[src/rtl/bsl_iter.sv]
// Multi-cycle logarithmic left barrel shifter/rotator: one shift-by-2^k stage per clock,
// with valid/ready handshakes on both sides. The datapath is 32 bits wide by default.
module bsl_iter #(
    parameter int WIDTH = 32,
    parameter int SHW   = 5
) (
    input  logic             clk,
    input  logic             reset,
    input  logic             in_valid,
    output logic             in_ready,
    input  logic [WIDTH-1:0] in,
    input  logic [SHW-1:0]   sel,
    input  logic             rotate,
    output logic             out_valid,
    input  logic             out_ready,
    output logic [WIDTH-1:0] out,
    output logic             zero
);

    localparam int STW = (SHW > 1) ? $clog2(SHW) : 1;

    typedef enum logic [1:0] {
        IDLE  = 2'd0,
        SHIFT = 2'd1,
        DONE  = 2'd2
    } state_t;

    state_t           state_reg;
    logic [WIDTH-1:0] data_reg;
    logic [SHW-1:0]   amt_reg;
    logic             rot_reg;
    logic [STW-1:0]   stage_reg;
    logic [WIDTH-1:0] out_reg;
    logic             zero_reg;
    logic             out_valid_reg;
    logic             in_ready_reg;

    logic [WIDTH-1:0] stage_val [SHW];
    logic [WIDTH-1:0] data_next;
    logic             last_stage;

    // Every stage's candidate is precomputed; the stage counter picks which one is applied.
    for (genvar gi = 0; gi < SHW; gi++) begin : g_stage
        localparam int SH = 1 << gi;
        assign stage_val[gi] = rot_reg
            ? {data_reg[WIDTH-SH-1:0], data_reg[WIDTH-1:WIDTH-SH]}
            : {data_reg[WIDTH-SH-1:0], {SH{1'b0}}};
    end

    always_comb begin
        data_next  = data_reg;
        for (int i = 0; i < SHW; i++) begin
            if (stage_reg == STW'(i) && amt_reg[i]) begin
                data_next = stage_val[i];
            end
        end
        last_stage = (stage_reg == STW'(SHW - 1));
    end

    always_ff @(posedge clk or posedge reset) begin
        if (reset) begin
            state_reg     <= IDLE;
            data_reg      <= '0;
            amt_reg       <= '0;
            rot_reg       <= 1'b0;
            stage_reg     <= '0;
            out_reg       <= '0;
            zero_reg      <= 1'b0;
            out_valid_reg <= 1'b0;
            in_ready_reg  <= 1'b1;
        end else begin
            case (state_reg)
                IDLE: begin
                    if (in_valid) begin
                        data_reg     <= in;
                        amt_reg      <= sel;
                        rot_reg      <= rotate;
                        stage_reg    <= '0;
                        in_ready_reg <= 1'b0;
                        state_reg    <= SHIFT;
                    end
                end
                SHIFT: begin
                    data_reg  <= data_next;
                    stage_reg <= stage_reg + STW'(1);
                    // Fixed latency: all SHW stages run even when their amount bit is 0.
                    if (last_stage) begin
                        stage_reg     <= '0;
                        out_reg       <= data_next;
                        zero_reg      <= (data_next == '0);
                        out_valid_reg <= 1'b1;
                        state_reg     <= DONE;
                    end
                end
                DONE: begin
                    if (out_ready) begin
                        out_valid_reg <= 1'b0;
                        in_ready_reg  <= 1'b1;
                        state_reg     <= IDLE;
                    end
                end
                default: begin
                    out_valid_reg <= 1'b0;
                    in_ready_reg  <= 1'b1;
                    state_reg     <= IDLE;
                end
            endcase
        end
    end

    assign in_ready  = in_ready_reg;
    assign out_valid = out_valid_reg;
    assign out       = out_reg;
    assign zero      = zero_reg;

endmodule

[config.mk]
export PLATFORM = sky130hd
export DESIGN_NAME = bsl_iter
export DESIGN_NICKNAME = d
export VERILOG_FILES = /design/src/rtl/bsl_iter.sv
export SDC_FILE = /design/constraint.sdc
export NUM_CORES = 1
export LEC_CHECK = 0
export ABC_AREA = 1
export CORE_MARGIN = 2
export CORE_UTILIZATION = 35
export CTS_CLUSTER_SIZE = 16
export DETAILED_ROUTE_END_ITERATION = 7
export PLACE_DENSITY = 0.62
export REMOVE_ABC_BUFFERS = 1
export SLEW_MARGIN = 20
export SYNTH_ARGS = -nofsm -noshare
export SYNTH_HDL_FRONTEND = slang
export SYNTH_SLANG_ARGS = --single-unit
export TNS_END_PERCENT = 30
[constraint.sdc]
create_clock -name clk -period 5.25 [get_ports clk]
set_input_delay 0.525 -clock clk [delete_from_list [all_inputs] [get_ports clk]]
set_output_delay 0.525 -clock clk [all_outputs]
set_load 0.02 [all_outputs]
== Word level (Yosys, flattened, before mapping) ==
Index checks and enable logic that the tools add are counted.
Storage, ports and cells
  output and inout bits: 35
  bits in read-only memories: 0
  memories kept: 0
  latch bits: 0
  flip-flop bits (word level): 78
  logic and storage cells: 61
  input port bits: 42
  memory bits (writable): 0
Cells by class
  $mul: 0
  bitwise gates (word level): 2
  muxes and demuxes: 25
  reductions and logical operators: 15
  divide/modulo/power cells: 0
  $lt $le $gt $ge: 0
  equal/unequal tests: 9
  $add $sub $neg: 1
  shift-type cells: 0
Operators with widths (number)
  $mux 32: 6
  $pmux 32 s2: 1
  $logic_not 32->1: 1
  $mux 16: 1
  $reduce_and 3->1: 3
  $mux 2: 4
  $mux 8: 1
  $eq 3x2->1 const B: 2
  $mux 3: 2
  $ne 2x2->1 const B: 3
  $pmux 1 s3: 2
  $pmux 2 s3: 1
  $pmux 3 s2: 1
  $reduce_and 2->1: 3
  $logic_and 1x1->1: 5
  $mux 1: 5
  $mux 4: 1
  $add 3x1->3 const B: 1
  $eq 3x1->1 const B: 1
  $eq 3x3->1 const B: 1
  $logic_not 3->1: 1
  $eq 2x1->1 const B: 1
  $eq 2x2->1 const B: 1
  $logic_not 2->1: 1
  2 further kinds: 3

== Logic depth before layout (Yosys ltp) ==
  depth after elaboration: 8
  depth in mapped cells: 18
  gate-level depth less buffers: 17

== Worst setup path after synthesis ==
No wires, ideal clock.
  kind: register to register
  start point: reg stage_reg[0]
  end point: reg zero_reg, in the netlist zero
  path buffers: 1
  data arrival time: 1.918 ns
  setup time: 0.066 ns
  stages on the path, launching flop included: 15
  required time: 5.184 ns
  period minus slack after synthesis: 1.984 ns
  path slack: 3.266 ns
  path through: dfrtp_1 -> ha_1 -> ha_1 -> nand2_1 -> clkinv_1 -> clkbuf_1 -> a31oi_1 -> nand2_1 -> a21oi_2 -> nand2_1 -> nor2_1 -> nand2_1 -> nor2_1 -> nand2_1 -> nand2_1
Between the ends
  longest elaborated chain between the ends: 8
  elaborated cells on any way between the ends: 17
  classes of those cells: 4 x eq/ne; 5 x mux; 8 x reduce/logical
RTL lines
  start, declared: RTL line 32  | logic [STW-1:0] stage_reg;
  start signal, assigned: RTL line 85  | stage_reg <= stage_reg + STW'(1);
  $logic_not 3->1: RTL line 53  | if (stage_reg == STW'(i) && amt_reg[i]) begin
  $logic_and 1x1->1: RTL line 53
  $mux 32 (5 in series): RTL line 53
  $logic_not 32->1: RTL line 90  | zero_reg <= (data_next == '0);
  end signal, assigned: RTL line 90
  end, declared: RTL line 34  | logic zero_reg;
Several ways; a longest one is shown, not always the timed one.
A chain may end at the register's enable or synchronous reset.

== Worst setup path in the final report ==
  start point: reg stage_reg[2]
  end point: reg zero_reg, in the netlist zero
The elaborated chain is that of the path after synthesis.

==> flow_metrics.tcl <==
set metrics [dict create \
    row_count 44 \
    synthesis.instances 786 \
    ys_ff_latch 78 \
    cts_buffers 9 \
    placed_cells 1005 \
    clockBufferDepth 2 \
    synth_area_um2 5260 \
    period_needed_ns 3.21 \
    grt_setup_unrepaired "no" \
    cp-start-kind "flop" \
    post_cts_resized 0 \
    synth_edf_count 0 \
    irDropWorstVdd_v 0.000237 \
    yosysSeqAreaShare 0.372 \
    ys.flop_type "dfrtp_1" \
    grt_use_total 0.233 \
    grt_max_degree 56 \
    tns_ns 0 \
    clk_pin_slew_ns 0.06 \
    place_congestion 0.927 \
    fmaxAchievable_ghz 0.311 \
    status "finished clean" \
    ys_top_cells_by_count "nand2_1, dfrtp_1, inv_1, a21oi_1" \
    p_leak_nw 2.99 \
    slew_headroom 0.356 \
    worst_hold_path.endpoint "in_ready" \
    synth.area.top_cells "dfrtp_1, nand2_1, a21oi_1" \
    yosys_warnings 0 \
    crit_path_end_kind "flop" \
    antenna_found_initial 0 \
    routed_via_density 5.35 \
    chipHeight_um 127 \
    cts_setup_buffers 0 \
    nets 879 \
    r2r_end "zero" \
    wl_per_cell_um 18.0 \
    crit_arrival_ns 3.51 \
    post-route-period-util 0.612 \
    skew_ns 0.00957 \
    place_hpwl_um 12300 \
    route.vias.total 5463 \
    setup_viol 0 \
    cts_tree "done" \
    fp.coreArea_um2 14600 \
    drt_iter0_drc 516 \
    yosysTopAreaCell "dfrtp_1" \
    die_x_um 127 \
    cp_cell_sequence "inv_12, ha_1, nand2_1, buf_4, clkinv_1, buf_4, a31oi_1, nand2_1, a21oi_2, nand3_1, nor2_1, nand2_1, nor2_1, nand2_1, nand2_1" \
    placed_area_um2 6040 \
    reg2reg_from "stage_reg[2]" \
    wirelength_um 18400 \
    maxCapViolCount 0 \
    grt_pass1_wl_um 29200 \
    syn_area_per_cell_um2 6.69 \
    htree_levels 3 \
    grt_pass1_vias 5174 \
    p_per_area_nw_per_um2 713 \
    n_antenna_cell 0 \
    drv_slew 0 \
    fp.dieArea_um2 16000 \
    io_buffers 76 \
    multi_input_area_um2 2760 \
    drtAntennaViolNets 0 \
    cts_sinks 78 \
    drive_above_1_share 0.0621 \
    drcViolationCount 0 \
    cpMaxStageDelayCell "dfrtp_1" \
    yosysMostFrequentCell "nand2_1" \
    worstMarginPinSlew_ns 0.964 \
    overflow 0 \
    critPathKind "flop to flop" \
    io_pins 77 \
    path_common_cell "nand2_1" \
    hold_start "in_ready" \
    path_max_fanout 30 \
    area_growth_pct 20.7 \
    fill_cells 1520 \
    synth_cell_types 30 \
    cts_hold_buf 0 \
    first_pass_iters 5 \
    layout.cells.non_filler 1021 \
    cp.required_ns 5.55 \
    slowest_delay_ns 0.72 \
    seqCellArea_um2 1950 \
    async_flop_share 1.00 \
    final_area_um2 6350 \
    start_util 0.360 \
    hold_viol_final 0 \
    synth.top_cell.area_share 0.367 \
    clock_latency_ns 0.36 \
    clock-root-buffer "clkbuf_16" \
    worstHoldPathCells 2 \
    hp-class "flop to flop" \
    r2r_slack_ns 2.04 \
    rr_worst_depth 15 \
]
-- critical path: cells and delay by family (launching register included) --
kind                     cells  cell delay (ns)
adder cells (fa/ha/maj)      1             0.21
buffers and inverters        4             1.30
flip-flops                   1             0.72
AND/OR/NAND/NOR              8             0.59
AO/OA/AOI/OAI                2             0.32
-- cell usage in the layout (no fill, tap or decap) --
cell	n
nand2_4	1
a21oi_1	56
dfstp_2	1
clkbuf_1	2
nor2_1	32
nand4_1	4
o22ai_1	5
nand3_1	52
inv_1	65
a21oi_2	9
inv_2	2
bufinv_16	1
clkinv_2	2
o21ai_0	52
nor2_2	3
o221ai_1	14
nor2_8	1
buf_4	9
clkbuf_16	9
inv_12	1
clkdlybuf4s50_1	76
nand2_1	324
a31oi_1	2
clkinv_1	1
o211ai_1	18
dfrtp_1	77
clkinvlp_4	1
nand2_2	6
clkbuf_8	2
ha_1	5
nand3_2	1
nand3_4	3
-- metal layers --
layer,routed length (um),global-route usage,vias up
met2,8400,0.361,211
met5,0,0,-
met3,1170,0.0350,24
met1,8480,0.331,2592
met4,315,0.0853,0
li1,-,-,2636
-- metrics by stage --
step | total power [mW] | hold WS, ns | utilization | setup slack [ns]
2_1_floorplan | 2.86 | 0.449 | - | 1.95
3_3_place_gp | 3.82 | 0.452 | 0.414 | 2.21
3_5_place_dp | 3.83 | 0.456 | 0.414 | 2.10
4_1_cts | 4.51 | 0.466 | 0.435 | 2.11
5_1_grt | 4.91 | 0.478 | 0.435 | 1.79
6_report | 4.52 | 0.463 | 0.435 | 2.04
-- cells by family after synthesis --
| group | share of synthesized area |
|---|---|
| AOI/OAI and AO/OA | 0.175 |
| adders and majority gates | 0.0119 |
| buffers and inverters | 0.105 |
| DFF | 0.372 |
| and+or+nand+nor | 0.337 |
-- power by group --
part	leakage (nW)	internal (mW)	switching, mW
combinational	1.88	0.914	1.79
sequential	0.965	0.894	0.273
clock	0.146	0.394	0.258
-- how the worst max path moves through the flow --
| stage | from | endpoint | slack, ns | depth (start not counted) |
|---|---|---|---|---|
| after floorplan | state_reg[1] | zero | 1.95 | 11 |
| after global placement | stage_reg[2] | zero | 2.21 | 15 |
| after detailed placement | stage_reg[2] | zero | 2.10 | 15 |
| after CTS | stage_reg[2] | zero | 2.11 | 15 |
| after global routing | stage_reg[2] | zero | 1.79 | 15 |
| final | stage_reg[2] | zero | 2.04 | 15 |
-- area by class of cell --
| type | count | area share |
|---|---|---|
| sequential | 78 | 0.308 |
| inverter | 70 | 0.0436 |
| clock inverter | 3 | 0.00670 |
| timing repair buffer | 85 | 0.131 |
| tap | 184 | 0.0363 |
| multi-input combinational | 588 | 0.434 |
| clock buffer | 13 | 0.0410 |
(Power assumes the default switching activity.)
